[src/rtl/pipe_pkg.sv]
// rtl/pipe_pkg.sv - shared types and constants for the pipeline hazard controller
package pipe_pkg;

   typedef enum logic [1:0] {
      RUN   = 2'd0,
      WAIT  = 2'd1,
      FAULT = 2'd2
   } hz_state_e;

   localparam int REG_W = 5;
   localparam logic [REG_W-1:0] ZERO_REG = '0;

endpackage

[src/rtl/sat_counter.sv]
// rtl/sat_counter.sv - up counter that sticks at all-ones
module sat_counter #(
   parameter int W = 16
) (
   input  logic         clk_i,
   input  logic         rst_n,
   input  logic         inc,
   output logic [W-1:0] cnt_o
);

   always_ff @(posedge clk_i or negedge rst_n) begin
      if (!rst_n) begin
         cnt_o <= '0;
      end else if (inc && (cnt_o != '1)) begin
         cnt_o <= cnt_o + W'(1);
      end
   end

endmodule

[src/rtl/pipe_hazard_ctrl.sv]
// rtl/pipe_hazard_ctrl.sv - load-use, taken-branch and memory-wait control for the 5-stage pipeline
module pipe_hazard_ctrl
   import pipe_pkg::*;
#(
   parameter int WAIT_MAX = 15,
   parameter int CNT_W    = 16
) (
   input  logic             clk_i,
   input  logic             rst_n,
   input  logic             IDEX_MemRead_i,
   input  logic [4:0]       IDEX_writeReg_addr_i,
   input  logic [4:0]       IFID_rs_i,
   input  logic [4:0]       IFID_rt_i,
   input  logic             IFID_uses_rt_i,
   input  logic             EXMEM_Branch_i,
   input  logic             EXMEM_BeqBne_i,
   input  logic             EXMEM_zero_i,
   input  logic             EXMEM_MemRead_i,
   input  logic             EXMEM_MemWrite_i,
   input  logic             dmem_ready_i,
   output logic             PC_write_o,
   output logic             PC_src_o,
   output logic             IFID_write_o,
   output logic             IFID_flush_o,
   output logic             IDEX_write_o,
   output logic             IDEX_flush_o,
   output logic             EXMEM_write_o,
   output logic             EXMEM_flush_o,
   output logic             err_o,
   output logic [CNT_W-1:0] stall_cnt_o,
   output logic [CNT_W-1:0] flush_cnt_o
);

   localparam logic [7:0] WAIT_LIM = 8'(WAIT_MAX);

   hz_state_e  state_q, state_d;
   logic [7:0] wait_cnt_q, wait_cnt_d;
   logic [7:0] wait_inc;
   logic       mem_busy, taken, lu, freeze;

   assign mem_busy = (EXMEM_MemRead_i | EXMEM_MemWrite_i) & ~dmem_ready_i;
   assign taken    = EXMEM_Branch_i & (EXMEM_zero_i ^ EXMEM_BeqBne_i);
   assign lu       = IDEX_MemRead_i & (IDEX_writeReg_addr_i != ZERO_REG) &
                     ((IDEX_writeReg_addr_i == IFID_rs_i) |
                      (IFID_uses_rt_i & (IDEX_writeReg_addr_i == IFID_rt_i)));
   assign freeze   = mem_busy | (state_q == FAULT);
   assign wait_inc = wait_cnt_q + 8'd1;

   always_ff @(posedge clk_i or negedge rst_n) begin
      if (!rst_n) begin
         state_q    <= RUN;
         wait_cnt_q <= '0;
         err_o      <= 1'b0;
      end else begin
         state_q    <= state_d;
         wait_cnt_q <= wait_cnt_d;
         err_o      <= err_o | (state_d == FAULT);
      end
   end

   // The RUN cycle that first sees the busy access is not a wait cycle;
   // FAULT fires on the WAIT_MAX-th busy cycle spent in WAIT.
   always_comb begin
      state_d    = state_q;
      wait_cnt_d = wait_cnt_q;
      case (state_q)
         RUN: begin
            if (mem_busy) begin
               state_d    = WAIT;
               wait_cnt_d = '0;
            end
         end
         WAIT: begin
            if (!mem_busy) begin
               state_d    = RUN;
               wait_cnt_d = '0;
            end else if (wait_inc == WAIT_LIM) begin
               state_d = FAULT;
            end else begin
               wait_cnt_d = wait_inc;
            end
         end
         FAULT: state_d = FAULT;
         default: begin
            state_d    = RUN;
            wait_cnt_d = '0;
         end
      endcase
   end

   always_comb begin
      PC_write_o    = 1'b1;
      PC_src_o      = 1'b0;
      IFID_write_o  = 1'b1;
      IFID_flush_o  = 1'b0;
      IDEX_write_o  = 1'b1;
      IDEX_flush_o  = 1'b0;
      EXMEM_write_o = 1'b1;
      EXMEM_flush_o = 1'b0;
      if (freeze) begin
         PC_write_o    = 1'b0;
         IFID_write_o  = 1'b0;
         IDEX_write_o  = 1'b0;
         EXMEM_write_o = 1'b0;
      end else if (taken) begin
         PC_src_o      = 1'b1;
         IFID_flush_o  = 1'b1;
         IDEX_flush_o  = 1'b1;
         EXMEM_flush_o = 1'b1;
      end else if (lu) begin
         PC_write_o   = 1'b0;
         IFID_write_o = 1'b0;
         IDEX_flush_o = 1'b1;
      end
   end

   sat_counter #(.W(CNT_W)) u_stall_cnt (
      .clk_i (clk_i),
      .rst_n (rst_n),
      .inc   (~PC_write_o),
      .cnt_o (stall_cnt_o)
   );

   sat_counter #(.W(CNT_W)) u_flush_cnt (
      .clk_i (clk_i),
      .rst_n (rst_n),
      .inc   (taken & ~freeze),
      .cnt_o (flush_cnt_o)
   );

endmodule

[config.mk]
export PLATFORM = sky130hd
export DESIGN_NAME = pipe_hazard_ctrl
export DESIGN_NICKNAME = d
export VERILOG_FILES = /design/src/rtl/pipe_pkg.sv /design/src/rtl/sat_counter.sv /design/src/rtl/pipe_hazard_ctrl.sv
export SDC_FILE = /design/constraint.sdc
export NUM_CORES = 1
export LEC_CHECK = 0
export ABC_CLOCK_PERIOD_IN_PS = 6300
export CAP_MARGIN = 25
export CORE_MARGIN = 2
export CORE_UTILIZATION = 52
export CTS_CLUSTER_SIZE = 10
export DETAILED_ROUTE_END_ITERATION = 16
export PLACE_DENSITY_LB_ADDON = 0.12
export SETUP_SLACK_MARGIN = 0.15
export SLEW_MARGIN = 20
export SYNTH_ARGS = -nofsm -noshare
export SYNTH_HDL_FRONTEND = slang
export SYNTH_SLANG_ARGS = --single-unit
[constraint.sdc]
create_clock -name clk_i -period 6.3 [get_ports clk_i]
set_input_delay 1.26 -clock clk_i [delete_from_list [all_inputs] [get_ports clk_i]]
set_output_delay 1.26 -clock clk_i [all_outputs]
set_load 0.05 [all_outputs]
Word level (Yosys, flattened, before mapping)
Cells that the tools add are included.
{"block": "op_classes", "mux": 17, "n_bitwise": 15, "div_mod_pow": 0, "n_shift": 0, "reduce_logical": 5, "mul": 0, "n_eq_ne": 10, "order_cmp": 0, "addsub": 3}
{"op": "$add A16 B1 Y16 const B", "n": 2}
{"op": "$ne A16 B16 Y1 const B", "n": 2}
{"op": "$mux W8", "n": 3}
{"op": "$pmux W8 S3", "n": 1}
{"op": "$eq A5 B5 Y1", "n": 2}
{"op": "$mux W1", "n": 9}
{"op": "$add A8 B1 Y8 const B", "n": 1}
{"op": "$eq A8 B4 Y1 const B", "n": 1}
{"op": "$and A1 B1 Y1", "n": 6}
{"op": "$mux W2", "n": 3}
{"op": "$pmux W2 S3", "n": 1}
{"op": "$reduce_bool A5 Y1", "n": 1}
{"op": "$eq A2 B2 Y1 const B", "n": 2}
{"op": "$not A1 Y1", "n": 4}
{"op": "$or A1 B1 Y1", "n": 4}
{"op": "$ne A3 B3 Y1 const B", "n": 1}
{"op": "$reduce_and A3 Y1", "n": 1}
{"op": "$eq A2 B1 Y1 const B", "n": 1}
{"op": "$logic_and A1 B1 Y1", "n": 2}
{"op": "$logic_not A2 Y1", "n": 1}
{"op": "$ne A2 B2 Y1 const B", "n": 1}
{"op": "$xor A1 B1 Y1", "n": 1}
{"block": "totals", "out_inout_bits": 41, "register_bits": 43, "inputBits": 25, "ramBits": 0, "romBits": 0, "n_memories": 0, "latchBits": 0, "word_cells": 55}

Logic depth before layout (Yosys ltp)
Gate-level depths: netlist (run 1).
{"block": "logic_depth", "depth_word": 9, "mapped_depth": 9, "ltp_nobuf": 8}

Cells and area by module
Synthesis (run 1) repeated with hierarchy kept, for this count alone.
{"block": "hier_totals", "cells_unflattened": 239, "area_unflattened_um2": 2593.7}
{"mod": "sat_counter", "area_each_um2": 859.6, "instances": 2, "cells_each": 72, "seq_area_each_um2": 400.4}
{"mod": "pipe_hazard_ctrl", "area_each_um2": 874.6, "instances": 1, "cells_each": 95, "seq_area_each_um2": 275.3}

Least setup slack after synthesis (run 1)
No wires, ideal clock.
{"block": "synth_timing", "kind": "in2out", "startpoint": "in IDEX_writeReg_addr_i[4]", "endpoint": "out IDEX_flush_o", "required_ns": 5.040, "stages": 4, "t_arrival_ns": 3.450, "slack_ns": 1.590, "n_path_buf": 0, "path_cell_list": "xor2_1 nor4_1 a32oi_1 o41ai_1"}
{"block": "synth_between", "elab_chain_cells": 7, "word_cells_on_any_way": 10, "cone_classes": "2 x eq/ne; 3 x mux; 4 x bitwise; 1 x reduce/logical"}
{"element": "start: declaration", "line": "pipe_hazard_ctrl.sv:11", "source": "input logic [4:0] IDEX_writeReg_addr_i,"}
{"element": "$eq A5 B5 Y1", "line": "pipe_hazard_ctrl.sv:45", "source": "(IFID_uses_rt_i & (IDEX_writeReg_addr_i == IFID_rt_i)));"}
{"element": "$and A1 B1 Y1", "line": "pipe_hazard_ctrl.sv:45"}
{"element": "$or A1 B1 Y1", "line": "pipe_hazard_ctrl.sv:44", "source": "((IDEX_writeReg_addr_i == IFID_rs_i) |"}
{"element": "$and A1 B1 Y1 *", "line": "pipe_hazard_ctrl.sv:43", "source": "assign lu = IDEX_MemRead_i & (IDEX_writeReg_addr_i != ZERO_REG) &"}
{"element": "$mux W1 *", "line": "pipe_hazard_ctrl.sv:110", "source": "end else if (lu) begin"}
{"element": "$mux W1 *", "line": "pipe_hazard_ctrl.sv:105", "source": "end else if (taken) begin"}
{"element": "$mux W1 *", "line": "pipe_hazard_ctrl.sv:100", "source": "if (freeze) begin"}
{"element": "end: declaration", "line": "pipe_hazard_ctrl.sv:26", "source": "output logic IDEX_flush_o,"}
Mark *: on every way between the ends. The rest lies on a longest branch, timed or not.

Worst setup path after layout (run 1)
{"block": "layout_timing", "startpoint": "in IDEX_writeReg_addr_i[1]", "endpoint": "out IFID_write_o"}
{"block": "layout_between", "elab_chain_cells": 7, "word_cells_on_any_way": 10, "cone_classes": "2 x eq/ne; 3 x mux; 4 x bitwise; 1 x reduce/logical"}
{"element": "$eq A5 B5 Y1", "line": "pipe_hazard_ctrl.sv:45"}
{"element": "$and A1 B1 Y1", "line": "pipe_hazard_ctrl.sv:45"}
{"element": "$or A1 B1 Y1", "line": "pipe_hazard_ctrl.sv:44"}
{"element": "$and A1 B1 Y1 *", "line": "pipe_hazard_ctrl.sv:43"}
{"element": "$mux W1 *", "line": "pipe_hazard_ctrl.sv:110"}
{"element": "$mux W1 *", "line": "pipe_hazard_ctrl.sv:105"}
{"element": "$mux W1 *", "line": "pipe_hazard_ctrl.sv:100"}
{"element": "end: declaration", "line": "pipe_hazard_ctrl.sv:23", "source": "output logic IFID_write_o,"}
Marked as above.

==> results_dict.tcl, run 1 <==
set metrics [dict create \
    fmax_mhz 202 \
    syn_nets 265 \
    worstSkewPairLatency_ps 290 \
    ys.flop_type "dfrtp_1" \
    n_antenna_cell 0 \
    syn_inst 236 \
    fin_crit_ps 4950 \
    drtIter0Drc 80 \
    drt-total-wl_mm 4.98 \
    cts.sinks 43 \
    cts_resized 0 \
    worstPathMaxFanout 3 \
    start_util_pct 54.1 \
    antenna_left 0 \
    gp_congestion 0.784 \
    worst_ep_arrival_time_ps 3690 \
    vias_per_cell 5.38 \
    finalSetupViolCount 0 \
    port_buffers 65 \
    syn_area_um2 2360 \
    yosys_register_bits 43 \
    path_class "input pin to output pin" \
    fin_tns_setup_ps 0 \
    postCtsHoldBufs 0 \
    grt_max_degree 44 \
    p_leak_nw 1.29 \
    drc 0 \
    power_mw 0.828 \
    final_layout_size_suffix_gt1_share_pct 6.64 \
    finalMaxSlewViolations 0 \
    crit-reg2reg-launch "state_q[0]$_DFF_PN0_" \
    path_clk_slew_ps 80 \
    finalCritPeriodShare_pct 78.6 \
    fp.dieArea_um2 5090 \
    cts_root_buf "clkbuf_8" \
    syn2layout_area_growth_pct 32.6 \
    nets 329 \
    fp.dieH_um 71.3 \
    hp-start "err_o$_DFF_PN0_" \
    layout_commonest_cell "clkdlybuf4s50_1" \
    relSlewSlack_pct 54.4 \
    synth_cell_type_count 44 \
    cts_setup_buffers 0 \
    maxCapViolations 0 \
    cts_tree "done" \
    critPathLaunchType "input pin" \
    yosysWarnings 0 \
    io-pin-count 66 \
    synth_edf_count 0 \
    hold_viol 0 \
    startpoint "IDEX_writeReg_addr_i[1]" \
    wl_per_cell_um 14.1 \
    dp_hpwl_mm 3.69 \
    core-area_um2 4350 \
    status "finished clean" \
    grt_pass1_vias 1810 \
    vdd_ir_drop_max_v 0.000318 \
    hp-class "flip-flop to flip-flop" \
    clk_path_buf_depth 2 \
    dr.pass1.iters 4 \
    numCtsBuffers 5 \
    grt.overflow.total 0 \
    synthArstFlopShare_pct 100 \
    num_rows 24 \
    powerDensity_nw_per_um2 265 \
    final_cell_mix "clkdlybuf4s50_1, dfrtp_1, nand2_1" \
    antenna_found_initial 0 \
    rsz0062_at_grt "no" \
    die_x_um 71.3 \
    via_count 1900 \
    cp_data_required_time_ps 5040 \
    postSynthAreaPerCell_um2 9.98 \
    critPathCaptureType "output pin" \
    clock_skew_ps 5.18 \
    worstMarginPinSlew_ps 679 \
    grt_pass1_wl_mm 8.25 \
    htree_levels 2 \
    globalRouteTotalUtil_pct 20.4 \
    seq_area_frac_synth_pct 45.7 \
]
==> flip-flops by register name (all words and copies together) (netlist names) <==
register	count
u_flush_cnt.cnt_o	16
state_q	2
u_stall_cnt.cnt_o	16
wait_cnt_q	8
err_o	1
==> power by group <==
group	switching [mW]	internal (mW)	leakage (nW)	total, mW
clock	0.0914	0.0775	0.0412	0.169
sequential	0.0419	0.310	0.575	0.352
combinational	0.192	0.115	0.670	0.307
total	0.325	0.503	1.29	0.828
==> synth_stat cells (3+ instances only) <==
cell type | n | area share (%)
a31oi_1 | 3 | 0.80
and3_1 | 8 | 2.1
buf_4 | 5 | 1.6
dfrtp_1 | 43 | 46
ha_1 | 4 | 2.1
inv_1 | 8 | 1.3
mux2_2 | 3 | 1.4
nand2_1 | 31 | 4.9
nand2b_1 | 3 | 0.80
nand3_1 | 17 | 3.6
nand4_1 | 7 | 1.9
nor2_1 | 13 | 2.1
nor3_1 | 3 | 0.64
nor4_1 | 4 | 1.1
o21ai_0 | 6 | 1.3
o22ai_1 | 3 | 0.80
xnor2_1 | 27 | 10
xor2_1 | 16 | 5.9
==> cell families (layout without fill, tap and decap cells) <==
kind of cell / Yosys count / count (layout) / synth area share (%)
compound gates: 26 / 26 / 9.08
xor+xnor: 43 / 43 / 16.0
mux: 5 / 5 / 2.28
fa+ha+maj: 4 / 4 / 2.12
simple gates: 98 / 98 / 21.2
buf+inv: 17 / 82 / 3.61
flops: 43 / 43 / 45.7
==> final cells by class <==
class | instances | area [um2]
multi-input cells | 176 | 1190
flip-flops and latches | 43 | 1080
fillers | 338 | 1230
clock inverters | 2 | 12.5
repair buffers | 66 | 673
well taps | 52 | 65.1
inverters | 8 | 30.0
clock buffers | 6 | 72.6
==> worst max-delay path, stage by stage <==
cell and delay (ps):
clkdlybuf4s50_1 470, or4_1 540, o21ai_0 290, o21ai_0 180, nand2_1 130, clkdlybuf4s50_1 820
==> worst paths after layout <==
kind                                                           to  slack (ps)  cells past startpoint
worst max-delay path                                 IFID_write_o        1350                      6
worst min-delay path                              err_o$_DFF_PN0_         480                      1
worst max register to register   u_stall_cnt.cnt_o[1]$_DFFE_PN0P_        3760                      7
worst min register to register                    err_o$_DFF_PN0_         480                      1
max in group asynchronous       u_flush_cnt.cnt_o[10]$_DFFE_PN0P_        4860                      2
min in group asynchronous        u_stall_cnt.cnt_o[8]$_DFFE_PN0P_         950                      1
==> routing by layer <==
metal	vias to the layer above	wire, um	track usage, %	part of all wire, %
li1	947	-	-	-
met1	898	2240	26.7	45
met2	50	2330	32.0	47
met3	5	354	6.05	7.1
met4	0	54	7.97	1.1
met5	-	0	0	0
==> through the flow <==
step           setup WS (ps)  hold WS [ps]  instance area (um2)  cells  utilization, %
6_report                1350           484                 3120    353            71.8
5_1_grt                 1200           499                 3120    353            71.8
4_1_cts                 1360           491                 3100    352            71.1
3_5_place_dp            1360           471                 3010    344            69.2
3_3_place_gp            1410           464                 3010    344            69.2
2_1_floorplan           1590           478                 2360    236               -
(Power assumes the default switching activity.)
==> inputs of run 2 (changes only) <==
Settings changed: ABC_CLOCK_PERIOD_IN_PS 6300 to 5190, CORE_UTILIZATION 52 to 48.
Clock period 6.3 ns to 5.19 ns, I/O delays scaled along.
==> run 2 against run 1 <==
Combinational power increased by 21%. Clock skew increased by 2.8 ps. Clock-buffer cell count unchanged. Via count increased by 2.2%. Register-to-register slack got worse by 1200 ps. Largest power group unchanged.
==> results_dict.tcl, run 2 (synthesis gave the netlist of run 1 again) <==
set metrics [dict create \
    worstPathMaxFanout 3 \
    vias_per_cell 5.27 \
    r2r-end "u_stall_cnt.cnt_o[1]$_DFFE_PN0P_" \
    dr.pass1.iters 4 \
    io-pin-count 66 \
    dp_hpwl_mm 3.79 \
    worst_ep_arrival_time_ps 3450 \
    worstMarginPinSlew_ps 717 \
    drtIter0Drc 86 \
    fin_tns_setup_ps 0 \
    status "finished clean" \
    core-area_um2 4720 \
    drc 0 \
    final_cell_mix "clkdlybuf4s50_1, dfrtp_1, nand2_1" \
    worstSkewPairLatency_ps 280 \
    port_buffers 65 \
    fin_crit_ps 4490 \
    crit-reg2reg-launch "state_q[0]$_DFF_PN0_" \
    pre_cts_ws_ps 711 \
    hold-path-cell-count 1 \
    syn2layout_area_growth_pct 33.1 \
    grt.overflow.total 0 \
    fp.dieArea_um2 5480 \
    cts_setup_buffers 0 \
    final_layout_size_suffix_gt1_share_pct 6.64 \
    p_leak_nw 1.28 \
    postCtsHoldBufs 0 \
    critPathCaptureType "output pin" \
    cp_data_required_time_ps 4150 \
    dp.cells 359 \
    grt_max_degree 44 \
    nets 329 \
    stdcell_count 368 \
    layout_commonest_cell "clkdlybuf4s50_1" \
    finalMaxSlewViolations 0 \
    start_util_pct 49.9 \
    via_count 1941 \
    drt-total-wl_mm 5.09 \
    fmax_mhz 223 \
    cts_root_buf "clkbuf_8" \
    grt_pass1_vias 1806 \
    htree_levels 2 \
    rrSetupSlack_ps 2610 \
    cts_tree "done" \
    biggestRegsByFlops "u_flush_cnt.cnt_o: 16 flops, u_stall_cnt.cnt_o: 16 flops, wait_cnt_q: 8 flops" \
    clk_path_buf_depth 2 \
    relSlewSlack_pct 51.9 \
    antenna_found_initial 0 \
    reg2regPathDepth 7 \
    hold_viol 0 \
    maxCapViolations 0 \
    numCtsBuffers 5 \
    gp_congestion 0.805 \
    hp-class "flip-flop to flip-flop" \
    antenna_left 0 \
    globalRouteTotalUtil_pct 19.1 \
    n_antenna_cell 0 \
    finalCritPeriodShare_pct 86.6 \
    vdd_ir_drop_max_v 0.000402 \
    finalSetupViolCount 0 \
    rsz0062_at_grt "no" \
    hp-start "err_o$_DFF_PN0_" \
    setup_ws_ps 697 \
    cts.sinks 43 \
    path_clk_slew_ps 80 \
    grt_pass1_wl_mm 8.16 \
    fp.dieH_um 74.1 \
    cts_resized 0 \
    critPathLaunchType "input pin" \
    die_x_um 74.1 \
    clock_skew_ps 7.98 \
    path_class "input pin to output pin" \
    num_rows 25 \
    powerDensity_nw_per_um2 320 \
    wl_per_cell_um 13.8 \
    hold_path_end "err_o$_DFF_PN0_" \
]
[run 2: worst max-delay path by stage]
stage / slack (ps) / to / depth (start not counted) / start
final: 700 / IFID_write_o / 6 / IDEX_writeReg_addr_i[1]
after floorplan: 920 / IDEX_flush_o / 4 / IDEX_writeReg_addr_i[4]
after global routing: 560 / IFID_write_o / 6 / IDEX_writeReg_addr_i[1]
after global placement: 740 / IFID_write_o / 6 / IDEX_writeReg_addr_i[1]
after detailed placement: 710 / IFID_write_o / 6 / IDEX_writeReg_addr_i[1]
after CTS: 700 / IFID_write_o / 6 / IDEX_writeReg_addr_i[1]
[run 2: layout make-up]
class	count	area (um2)
Inverter	8	30.0
Timing Repair Buffer	66	666
Clock inverter	2	12.5
Tap cell	67	83.8
Sequential cell	43	1080
Multi-Input combinational cell	176	1190
Clock buffer	6	72.6
Fill cell	405	1590
[run 2: where the power goes]
part           switching (mW)  leakage (nW)  internal [mW]
Sequential             0.0504         0.575          0.377
Clock                   0.111        0.0412         0.0941
Combinational           0.234         0.666          0.139
Total                   0.395          1.28          0.610
[run 2: routing by layer]
layer | global-route usage, % | vias up | share of wire [%]
li1 | - | 951 | -
met1 | 24.4 | 934 | 44
met2 | 31.9 | 52 | 47
met3 | 4.74 | 4 | 8.1
met4 | 6.06 | 0 | 1.0
met5 | 0 | - | 0
[run 2: worst max-delay path, cell delays in order]
cell and delay [ps]:
clkdlybuf4s50_1 460, or4_1 540, o21ai_0 300, o21ai_0 180, nand2_1 120, clkdlybuf4s50_1 810
[run 2: through the flow]
| stage | hold WS (ps) | total power [mW] | area [um2] | utilization (%) |
|---|---|---|---|---|
| after floorplan | 478 | 0.668 | 2360 | - |
| after global placement | 463 | 0.799 | 3030 | 64.2 |
| after detailed placement | 469 | 0.807 | 3030 | 64.2 |
| after CTS | 488 | 1.01 | 3120 | 66.0 |
| after global routing | 497 | 1.05 | 3140 | 66.4 |
| final | 483 | 1.00 | 3140 | 66.4 |
